## src/rtl/draw_scheduler.sv

```systemverilog
// Frame-driven draw sequencer: hands the VGA plotter to four drawing clients in a
// fixed order, pulses game-logic update mid-frame, and guards each phase with a watchdog.
module draw_scheduler #(
   parameter int X_W       = 8,
   parameter int Y_W       = 7,
   parameter int C_W       = 3,
   parameter int WD_CYCLES = 20000
) (
   input  logic               clk,
   input  logic               resetn,
   input  logic               frame_tick,
   input  logic               enable,
   input  logic [3:0]         client_done,
   input  logic [3:0]         client_plot,
   input  logic [4*X_W-1:0]   client_x,
   input  logic [4*Y_W-1:0]   client_y,
   input  logic [4*C_W-1:0]   client_colour,
   output logic [3:0]         client_start,
   output logic [3:0]         grant,
   output logic               update,
   output logic [X_W-1:0]     vga_x,
   output logic [Y_W-1:0]     vga_y,
   output logic [C_W-1:0]     vga_colour,
   output logic               vga_plot,
   output logic               busy,
   output logic               timeout,
   output logic [7:0]         overrun_count
);

   localparam int WD_W = (WD_CYCLES > 2) ? $clog2(WD_CYCLES) : 1;
   localparam logic [WD_W-1:0] WD_LAST = WD_W'(WD_CYCLES - 1);

   localparam logic [2:0] WAIT_FRAME = 3'd0;
   localparam logic [2:0] ERASE_BIRD = 3'd1;
   localparam logic [2:0] ERASE_WALL = 3'd2;
   localparam logic [2:0] UPDATE     = 3'd3;
   localparam logic [2:0] DRAW_WALL  = 3'd4;
   localparam logic [2:0] DRAW_BIRD  = 3'd5;

   logic [2:0]      state;
   logic [2:0]      state_nxt;
   logic            pending;
   logic            pending_nxt;
   logic [WD_W-1:0] wd;
   logic            in_phase;
   logic            done_acc;
   logic            wd_expired;
   logic            phase_end;
   logic            state_change;

   function automatic logic [3:0] phase_grant(input logic [2:0] s);
      case (s)
         ERASE_BIRD: phase_grant = 4'b0001;
         ERASE_WALL: phase_grant = 4'b0010;
         DRAW_WALL:  phase_grant = 4'b0100;
         DRAW_BIRD:  phase_grant = 4'b1000;
         default:    phase_grant = 4'b0000;
      endcase
   endfunction

   assign grant        = phase_grant(state);
   assign in_phase     = |grant;
   assign busy         = (state != WAIT_FRAME);
   assign update       = (state == UPDATE);
   // A done during the start cycle belongs to the previous frame's client activity.
   assign done_acc     = |(client_done & grant & ~client_start);
   assign wd_expired   = in_phase && (wd == WD_LAST);
   assign phase_end    = in_phase && (done_acc || wd_expired);
   assign state_change = (state_nxt != state);

   always_comb begin
      state_nxt = state;
      case (state)
         WAIT_FRAME: if (enable && (frame_tick || pending)) state_nxt = ERASE_BIRD;
         ERASE_BIRD: if (phase_end) state_nxt = ERASE_WALL;
         ERASE_WALL: if (phase_end) state_nxt = UPDATE;
         UPDATE:     state_nxt = DRAW_WALL;
         DRAW_WALL:  if (phase_end) state_nxt = DRAW_BIRD;
         DRAW_BIRD:  if (phase_end) state_nxt = WAIT_FRAME;
         default:    state_nxt = WAIT_FRAME;
      endcase
   end

   always_comb begin
      pending_nxt = pending;
      if (state == WAIT_FRAME) begin
         if (!enable || state_nxt == ERASE_BIRD) pending_nxt = 1'b0;
      end else if (frame_tick) begin
         pending_nxt = 1'b1;
      end
   end

   always_ff @(posedge clk or negedge resetn) begin
      if (!resetn) begin
         state         <= WAIT_FRAME;
         pending       <= 1'b0;
         wd            <= '0;
         client_start  <= 4'b0000;
         timeout       <= 1'b0;
         overrun_count <= 8'd0;
      end else begin
         state        <= state_nxt;
         pending      <= pending_nxt;
         client_start <= state_change ? phase_grant(state_nxt) : 4'b0000;
         if (state_change) wd <= '0;
         else if (in_phase) wd <= wd + WD_W'(1);
         if (wd_expired && !done_acc) timeout <= 1'b1;
         if (frame_tick && busy && overrun_count != 8'hff)
            overrun_count <= overrun_count + 8'd1;
      end
   end

   always_comb begin
      vga_x      = '0;
      vga_y      = '0;
      vga_colour = '0;
      vga_plot   = 1'b0;
      for (int i = 0; i < 4; i++) begin
         if (grant[i]) begin
            vga_x      = client_x[i*X_W +: X_W];
            vga_y      = client_y[i*Y_W +: Y_W];
            vga_colour = client_colour[i*C_W +: C_W];
            vga_plot   = client_plot[i];
         end
      end
   end

endmodule

```

## config.mk

```make
export PLATFORM = sky130hd
export DESIGN_NAME = draw_scheduler
export DESIGN_NICKNAME = d
export VERILOG_FILES = /design/src/rtl/draw_scheduler.sv
export SDC_FILE = /design/constraint.sdc
export NUM_CORES = 1
export LEC_CHECK = 0
export ABC_AREA = 1
export CAP_MARGIN = 20
export CORE_MARGIN = 2
export CORE_UTILIZATION = 41
export CTS_CLUSTER_SIZE = 8
export DETAILED_ROUTE_END_ITERATION = 10
export MAX_ROUTING_LAYER = met4
export PLACE_DENSITY = 0.93
export SLEW_MARGIN = 20
export SYNTH_ARGS = -nofsm -noshare
export SYNTH_HDL_FRONTEND = slang
export SYNTH_SLANG_ARGS = --single-unit
export TNS_END_PERCENT = 100
```

## constraint.sdc

```tcl
create_clock -name clk -period 3.63 [get_ports clk]
set_input_delay 0.726 -clock clk [delete_from_list [all_inputs] [get_ports clk]]
set_output_delay 0.726 -clock clk [all_outputs]
set_load 0.1 [all_outputs]
```

==> results.cfg, run 1 <==
[floorplanning]
coreArea_um2 = 5040
dieArea_um2 = 5780
start_util = 0.422
die_h_um = 76.0
die_x_um = 76.0
num_io_pins = 122
std_cell_rows = 26

[routing]
wl_per_cell_um = 14.1
ant_nets = 0
first_pass_iters = 4
post-route-drc-count = 0
drtIter0Drc = 72
via_per_inst = 4.97
wirelength_um = 6830
vias = 2414

[logic_synthesis]
netlist_area_um2 = 2130
synth_cell_types = 26
yosys_warnings = 0
syn_avg_cell_area_um2 = 7.26
synth.area.top_cells = dfrtp_1, nand2_1, nand4_1
ys_seq_area_frac = 0.377
synthCells = 293
yosys.area.top_type_share = 0.377
synth_top_area_cell = dfrtp_1
synth-seq-cells = 32
syn_nets = 379

[clocking]
cts_setup_buffers = 0
clk_pin_slew_ns = 0.07
cts_tree = built
cts_resized = 0
worstSkewPairLatency_ns = 0.29
cts_max_level = 2
hold_buffers = 0
cts_buffers = 5
root_buffer = clkbuf_8
clockBufferDepth = 2
cts_sinks = 32

[sta]
setup_tns_ns = 0
fin_crit_sh = 0.826
period_needed_ns = 3.00
fmax_ghz = 0.333
finalHoldViolCount = 0
finalSetupViolCount = 0
maxSlewViolCount = 0
worstMarginPinSlew_ns = 0.994
rsz0062_at_grt = no
fin_skew_ns = 0.00394
slew_headroom = 0.335

[job]
maxCapViolCount = 0

[hold_path]
min_path_type = register to register

[power_and_ir_drop]
p_leak_nw = 1.58
powerDensity_nw_per_um2 = 956
ir_drop_mv = 1.09
p_total_w = 0.00349

[global_route]
antenna_found_initial = 0
overflow = 0
grt_pass1_vias = 2389
grt_usage = 0.245
grt_pass1_wl_um = 11000
grt_max_degree = 33

[critical_path]
rr_worst_depth = 9
r2r_start = state[0]
critPathCaptureType = primary output
reg2reg_to = wd[9]
worstSetupEndpoint = vga_x[5]
cp.arrival_ns = 2.27
r2r_slack_ns = 1.69
start_kind = register
crit_fanout = 22
critical_path_required_ns = 2.90
startpoint = state[0]
crit_type = register to primary output

[final_layout]
stdcell_count = 486
antenna_cells = 0
area_growth_pct = 71.9
nets = 501
drive_above_1_share = 0.144

[placed_design]
place.gp.congestion = 0.863
hpwl_um = 5380
portBuffers = 121
dp_cells = 478

[status]
status = completed
## through the flow
| step | util | hold WS [ns] | worst slack, ns | instance area, um2 |
|---|---|---|---|---|
| floorplan | - | 0.430 | 0.0886 | 2130 |
| global placement | 0.703 | 0.459 | 1.09 | 3550 |
| detailed placement | 0.703 | 0.457 | 0.953 | 3550 |
| CTS | 0.725 | 0.473 | 0.633 | 3650 |
| global route | 0.725 | 0.512 | 0.434 | 3650 |
| finish | 0.725 | 0.474 | 0.630 | 3650 |
## critical path, stage by stage, from the launching register on
cell and delay (ns):
dfrtp_1 0.45, nor2_1 0.24, nand2_1 0.17, inv_1 0.55, nand2_1 0.12, nand4_1 0.14
buf_4 0.30
## placed cells by master, fill, tap and decap left out, types with 7 or more instances in the layout
| cell type | synthesis | routed |
|---|---|---|
| xnor2_1 | 7 | 7 |
| inv_1 | 21 | 21 |
| buf_12 | 0 | 16 |
| buf_4 | 0 | 13 |
| nor2_2 | 11 | 11 |
| nand2_1 | 102 | 102 |
| nand4_1 | 27 | 27 |
| nand3_1 | 13 | 13 |
| nor2_1 | 31 | 31 |
| xor2_1 | 14 | 14 |
| clkdlybuf4s50_1 | 0 | 96 |
| dfrtp_1 | 32 | 32 |
## layer usage
| layer | vias to the layer above | GRT usage | share of wire |
|---|---|---|---|
| li1 | 1183 | - | - |
| met4 | 0 | 0.0764 | 0.018 |
| met1 | 1133 | 0.273 | 0.40 |
| met2 | 85 | 0.440 | 0.54 |
| met3 | 13 | 0.0509 | 0.044 |
| met5 | - | - | 0 |
## where the power goes
part,internal [W],leakage (nW),switching (W)
Clock,0.000203,0.0552,0.000133
Combinational,0.000746,1.10,0.00190
Sequential,0.000431,0.424,0.0000831
## final cells by class
cell class	count	area [um2]
tap	70	87.6
clock inverter	2	35.0
inverter	22	82.6
fill	347	1390
sequential	32	801
timing repair buffer	125	1380
multi-input combinational	229	1200
clock buffer	6	72.6
## Yosys cell counts
cell type,count
mux2i_1,1
nor2_2,11
nand4_1,27
a21oi_1,1
o21ai_0,3
or2_2,1
dfrtp_1,32
inv_1,21
mux2_2,1
o31ai_1,1
nor2_1,31
nand2_2,5
buf_6,1
nand3b_1,1
ha_1,2
clkbuf_1,8
nand3_2,2
xor2_1,14
nor3_1,2
nand3_4,3
a211o_1,1
nand2_1,102
xnor2_1,7
nand3_1,13
buf_2,1
inv_2,1
## kinds of logic (layout without fill, tap and decap cells)
family | count (synthesis) | in the layout | synth area share
xor+xnor | 21 | 21 | 0.0865
mux | 2 | 2 | 0.0100
fa+ha+maj | 2 | 2 | 0.0118
flops | 32 | 32 | 0.377
simple gates | 198 | 198 | 0.437
buf+inv | 32 | 155 | 0.0606
compound gates | 6 | 6 | 0.0171
## flip-flops by register name (all words and copies together) (netlist names)
register and flops:
client_start 4, overrun_count 8, pending 1, state 3
timeout 1, wd 15
## worst min-delay path by stage
stage | start | to | slack, ns | cells past startpoint
3_3_place_gp | timeout | timeout | 0.46 | 2
3_5_place_dp | timeout | timeout | 0.46 | 2
5_1_grt | timeout | timeout | 0.51 | 2
2_1_floorplan | resetn | client_start[0] | 0.43 | 0
4_1_cts | timeout | timeout | 0.47 | 2
6_report | timeout | timeout | 0.47 | 2
Note: power is estimated with default switching activity, not from simulation.
==> inputs of run 2 (changes only) <==
--- a/config.mk
+++ b/config.mk
@@ -8,11 +8,11 @@
 export ABC_AREA = 1
 export CAP_MARGIN = 20
 export CORE_MARGIN = 2
-export CORE_UTILIZATION = 41
+export CORE_UTILIZATION = 35
 export CTS_CLUSTER_SIZE = 8
 export DETAILED_ROUTE_END_ITERATION = 10
 export MAX_ROUTING_LAYER = met4
-export PLACE_DENSITY = 0.93
+export PLACE_DENSITY = 0.85
 export SLEW_MARGIN = 20
 export SYNTH_ARGS = -nofsm -noshare
 export SYNTH_HDL_FRONTEND = slang
==> constraint.sdc (replaced) <==
create_clock -name clk -period 2.5 [get_ports clk]
set_input_delay 0.5 -clock clk [delete_from_list [all_inputs] [get_ports clk]]
set_output_delay 0.5 -clock clk [all_outputs]
set_load 0.1 [all_outputs]
==> results.cfg, run 2 (same netlist as run 1, synthesis figures left out) <==
[status]
status = completed

[sta]
rsz0062_at_grt = no
fin_crit_sh = 0.926
maxSlewViolCount = 0
worstMarginPinSlew_ns = 0.398
finalHoldViolCount = 0
fmax_ghz = 0.432
slew_headroom = 0.734
fin_skew_ns = 0.00475
finalSetupViolCount = 0
period_needed_ns = 2.32

[clocking]
worstSkewPairLatency_ns = 0.29
cts_tree = built
clk_pin_slew_ns = 0.07
root_buffer = clkbuf_8
cts_max_level = 2
cts_setup_buffers = 0
cts_buffers = 5
hold_buffers = 0
cts_resized = 0
cts_sinks = 32
clockBufferDepth = 2

[critical_path]
r2r_start = state[1]
rr_worst_depth = 13
critical_path_required_ns = 2.00
crit_type = register to primary output
critPathCaptureType = primary output
crit_fanout = 21
cp.arrival_ns = 1.82
r2r_slack_ns = 0.47
start_kind = register
reg2reg_to = wd[13]

[hold_path]
min_path_type = register to register
min_to = overrun_count[4]
min_from = overrun_count[4]
hold_depth = 1

[routing]
drtIter0Drc = 128
first_pass_iters = 5
post-route-drc-count = 0
route.met2.wl_um = 3570
vias = 2376
via_per_inst = 4.83
wl_met3_um = 306
highest_layer = met4
ant_nets = 0
wl_per_cell_um = 13.2
wirelength_um = 6510
wl_met1_um = 2530

[global_route]
grt_max_degree = 33
grt_usage = 0.197
grt_pass1_vias = 2273
antenna_found_initial = 0
overflow = 0
grt_pass1_wl_um = 10000

[power_and_ir_drop]
share_seq_of_total_power = 0.144
power.share.switching = 0.594
p_sw_w = 0.00308
p_leak_nw = 1.63
combPwrFrac = 0.763
powerDensity_nw_per_um2 = 1390
internal_power_w = 0.00210
ir_drop_mv = 0.950
p_clk_frac = 0.094

[final_layout]
drive_above_1_share = 0.180
antenna_cells = 0
stdcell_count = 492
final_area_um2 = 3730
area_growth_pct = 75.6
mostFrequentLayoutCell = nand2_1
top_regs = wd: 15 flops, overrun_count: 8 flops, client_start: 4 flops
nets = 502
final_cell_mix = nand2_1, clkdlybuf4s50_1, dfrtp_1
top_register = wd
largest_reg_flops = 15

[floorplanning]
num_io_pins = 122
std_cell_rows = 28
dieArea_um2 = 6710
die_x_um = 81.9
die_h_um = 81.9
start_util = 0.361
coreArea_um2 = 5890

[placed_design]
place.gp.congestion = 0.851
dp_cells = 484
hpwl_um = 5200
portBuffers = 121
place_area_um2 = 3610

[job]
maxCapViolCount = 0
## run 2: how the worst max path moves through the flow
stage                     cells past startpoint     start             to  slack, ns
final                                         7  state[1]       vga_x[0]       0.18
after global routing                          7  state[0]       vga_y[2]       0.04
after CTS                                     7  state[0]       vga_y[3]      0.007
after detailed placement                      7  state[0]       vga_y[3]       0.34
after global placement                        7  state[0]       vga_x[0]       0.39
after floorplan                               6  state[1]  vga_colour[0]    -0.0003
## run 2: power by group through the flow
stage | Sequential, W | Clock [W] | Combinational (W)
after floorplan | 0.00122 | 0 | 0.00222
after global placement | 0.000739 | 0 | 0.00390
after detailed placement | 0.000742 | 0 | 0.00395
after CTS | 0.000737 | 0.000492 | 0.00396
after global routing | 0.000759 | 0.000514 | 0.00410
final | 0.000744 | 0.000484 | 0.00395
## run 2: final cells by class
type / count / area [um2]
Fill cell: 509 / 2150
Timing Repair Buffer: 126 / 1450
Multi-Input combinational cell: 229 / 1200
Sequential cell: 32 / 801
Tap cell: 75 / 93.8
Inverter: 22 / 82.6
Clock buffer: 6 / 72.6
Clock inverter: 2 / 35.0
## run 2: per-stage QoR
stage	total power (W)	setup WS [ns]	setup TNS, ns	hold WS (ns)	util
floorplan	0.00344	-0.000262	-0.00236	0.204	-
global placement	0.00464	0.394	0	0.488	0.614
detailed placement	0.00469	0.341	0	0.488	0.614
CTS	0.00518	0.00712	0	0.503	0.632
global route	0.00537	0.0444	0	0.532	0.634
finish	0.00517	0.185	0	0.501	0.634
## run 2: worst max-delay path: stages (launching register included)
cell	delay, ns
dfrtp_1	0.46
nor2_4	0.17
nand2_1	0.14
inv_1	0.11
buf_6	0.20
nand2_1	0.09
nand4_1	0.14
buf_12	0.20
## run 2: routing by layer
metal  GRT usage  up-vias
met1       0.221     1107
met4      0.0650        0
met5           -        -
li1            -     1187
met2       0.341       71
met3      0.0516       11
==> variant 1: new RTL, settings of run 2 <==
Set the parameter `C_W` to 6 (it was 3).
--- a/src/rtl/draw_scheduler.sv
+++ b/src/rtl/draw_scheduler.sv
@@ -5,3 +5,3 @@
    parameter int Y_W       = 7,
-   parameter int C_W       = 3,
+   parameter int C_W       = 6,
    parameter int WD_CYCLES = 20000
Interface: changed (resized client_colour and vga_colour); port bits go from 122 to 137. No check against the original RTL was run, so the function may have changed too.
==> variant 1 against run 2 <==
  * Synthesized area increased by 7.5%
  * Power increased by 9.4%
  * Worst setup slack got worse by 23 ps
  * Clock power increased by 1%
  * Non-clock buffer count increased by 17
  * Final area increased by 10%
  * Sequential cell count unchanged
  * Via count increased by 6.6%
  * Utilization increased by 1.3 points
  * Routed wire length increased by 16%
  * Hold slack got worse by 5.0 ps
  * Count of clock-buffer cells in the layout decreased by 1
  * Critical path depth unchanged
  * Combinational power increased by 12%
  * Critical endpoint is now vga_y[0]
==> variant 1: results (changes against run 2) <==
- Placement Setup Slack: 283.0 ps (-57.57 ps)
- Syn_nets: 416 (+9.8%)
- # port buffers: 136 (+12%)
- WL/cell: 14.01 um (+5.9%)
- Dominant cells by area after synthesis: dfrtp_1, nand2_1, nand4_1
- Worst vdd rail ir drop: 1.228 mV (+29%)
- P_leak: 1.771 nW (+8.9%)
- Worst endpoint data arrival time: 1840 ps (+20 ps)
- Vias per cell: 4.717 (-2.3%)
- DP HPWL: 6080 um (+17%)
- Hold Crit Start: timeout
- Clk_skew: 7.397 ps (+2.649 ps)
- Die area: 0.007194 mm2 (+7.2%)
- Via Count: 2,533 (+6.6%)
- Inst Count DP: 529 (+9.3%)
- Mapped Cells: 318 (+8.5%)
- Status: finished clean
- Initial DRC Count: 81 (-37%)
- Placed cell area: 0.003994 mm2 (+10%)
- Net count, final: 557 (+11%)
- First-pass GRT wire length: 12,230 um (+22%)
- RePlAce Congestion: 0.8658 (+1.7%)
- GRT Util Overall: 0.2203 (+0.02318)
- Leading cell types by count after synthesis: nand2_1, dfrtp_1, nor2_1, inv_1, nand4_1
- Library cells used by synthesis: 27 (+3.8%)
variant 1: critical path, cell delays in order, from the launching register on:
cell,delay [ps]
dfrtp_1,460
nor2_2,220
nand2_2,110
inv_1,90
buf_6,220
nand2_1,70
nand4_1,150
buf_12,200
variant 1: per-layer routing:
| metal | track usage | routed length, um | vias up |
|---|---|---|---|
| met5 | - | 0 | - |
| met4 | 0.07648 | 201 | 0 |
| met3 | 0.04377 | 377 | 18 |
| met2 | 0.3579 | 3854 | 71 |
| met1 | 0.2748 | 3091 | 1150 |
| li1 | - | - | 1294 |
variant 1: final timing paths:
check / endpoint / slack (ps) / cells after the start
max in group asynchronous: wd[1] / 1610 / 2
setup reg to reg: wd[9] / 450 / 14
setup / recovery: vga_y[0] / 160 / 7
hold reg to reg: timeout / 500 / 1
min in group asynchronous: timeout / 600 / 2
hold / removal: timeout / 500 / 1
variant 1: cell type report:
class	count	area [um2]
inverters	30	115.1
multi-input cells	247	1323
clock inverters	3	42.54
well taps	77	96.34
flip-flops and latches	32	800.8
clock buffers	5	68.82
repair buffers	143	1665
fillers	494	2238
variant 1: cells by family after synthesis:
kind of cell | count (synthesis) | synth area share
fa+ha+maj | 2 | 0.01095
mux | 2 | 0.009305
simple gates | 217 | 0.4680
buf+inv | 39 | 0.07225
xor+xnor | 18 | 0.06896
compound gates | 8 | 0.02025
flops | 32 | 0.3503
variant 1: what timing repair did:
| item | in CTS | in global routing |
|---|---|---|
| setup endpoints to repair | 0 | 22 |
| buffers inserted | 0 | 0 |
| endpoints found under the hold margin | 0 | 0 |
| gates resized for setup | 0 | 2 |
variant 1: where the power goes:
part	total, mW	switching, mW	internal [mW]
Combinational	4.43	3.07	1.36
Clock	0.490	0.196	0.294
Sequential	0.736	0.114	0.622
Total	5.66	3.38	2.28
==> variant 2: new RTL, flow settings as in run 2 <==
Made on the original files. Reset style: synchronous (`resetn`), changed in one clocked block.
--- a/src/rtl/draw_scheduler.sv
+++ b/src/rtl/draw_scheduler.sv
@@ -92,3 +92,3 @@
 
-   always_ff @(posedge clk or negedge resetn) begin
+   always_ff @(posedge clk) begin
       if (!resetn) begin
Behaviour: differs if resetn is asserted again (counterexample within 4 cycles, from zero or initial values and one cycle with resetn low); with resetn held inactive, the same outputs for 10 cycles.
==> variant 2 against run 2 <==
  * Sequential cell count unchanged
  * Final area up 1.8%
  * Count of clock-buffer cells in the layout up 1
  * Critical path depth down 1
  * Synthesized cell count up 22%
  * Synthesized area up 3.7%
  * Worst setup slack worse by 6.5 ps
  * Routed wire length up 15%
  * Utilization about the same
  * Highest routed layer unchanged
  * First-iteration DRC count down 8.6%
Power is left out: it rests on default switching activity, and per cell area and clock period it moved more than threefold.
==> variant 2: results (changes against run 2) <==
- Fillers: 495 (-2.8%)
- Main synth FF type: dfxtp_1
- RePlAce Congestion: 0.9196 (+8.0%)
- Vias per cell: 4.968 (+2.9%)
- Non-CTS inverters: 43 (+95%)
- Final WL: 7515 um (+15%)
- Leading cell types by count after synthesis: nand2_1, inv_1, nor2_1, dfxtp_1, nand4_1
- WL met2: 3822 um (+6.9%)
- Share of layout cells above drive strength 1: 0.1691 (-0.01075)
- Syn_nets: 442 (+17%)
- First-pass GRT wire length: 12,300 um (+23%)
- Worst Tran Pin Value: 477.3 ps (+78.88 ps)
- Met3 Use GR: 0.04871 (-0.002941)
- Avg Inst Size Synth: 6.193 um2 (-15%)
- GR Util met2: 0.3996 (+0.05891)
- Library cells used by synthesis: 30 (+15%)
- Crit-path max FO: 20 (-4.8%)
- #MultiIn Comb: 270 (+18%)
- DR WL met3: 557 um (+82%)
- Status: finished clean
- Post-synthesis sequential area ratio: 0.2906 (-0.08611)
- NonClk Buf Share: 0.3846 (-0.002475)
- Crit path max-delay family: flip-flops
- Register Area: 640.6 um2 (-20%)
- Met1 WL: 2947 um (+16%)
- Vias in the first global route: 2,680 (+18%)
- Clk_skew: 4.065 ps (-0.6829 ps)
- Post-synth ARST share: 0 (-1.000)
- Initial DRC Count: 117 (-8.6%)
- DR pass1 iterations: 4 (-1)
- Met1 GRT Util: 0.2408 (+0.01980)
- DP HPWL: 6025 um (+16%)
- Area of the multi-input gates: 0.001346 mm2 (+12%)
- Largest net degree at the start of global routing: 21 (-36%)
- CLK BUF: 7 (+1)
- Net count, final: 565 (+13%)
- Placed cell area: 0.003704 mm2 (+2.5%)
- Dominant cells by area after synthesis: dfxtp_1, nand2_1, inv_1
- WL/cell: 13.56 um (+2.5%)
variant 2: final timing paths:
path | cells past startpoint | slack, ps | endpoint | startpoint
max reg2reg | 13 | 420 | wd[12] | state[0]
min reg2reg | 1 | 510 | overrun_count[0] | overrun_count[0]
max | 6 | 180 | vga_plot | state[0]
min | 1 | 510 | overrun_count[0] | overrun_count[0]
variant 2: cell families (layout without fill, tap and decap cells):
kind of cell,Yosys count,count (layout),synth area share
XOR/XNOR,14,14,0.05562
AO/OA/AOI/OAI,21,21,0.05051
adder cells (fa/ha/maj),2,2,0.01135
multiplexers,1,1,0.004540
buffers and inverters,54,177,0.09875
flip-flops,32,32,0.2906
AND/OR/NAND/NOR,232,232,0.4887
variant 2: through the flow:
stage | hold slack (ps) | util | worst slack (ps)
floorplan | 495.5 | - | 48.92
global placement | 488.2 | 0.6182 | 347.8
detailed placement | 496.3 | 0.6182 | 195.9
CTS | 506.6 | 0.6343 | 191.6
global route | 536.5 | 0.6343 | 53.69
finish | 508.4 | 0.6343 | 178.1
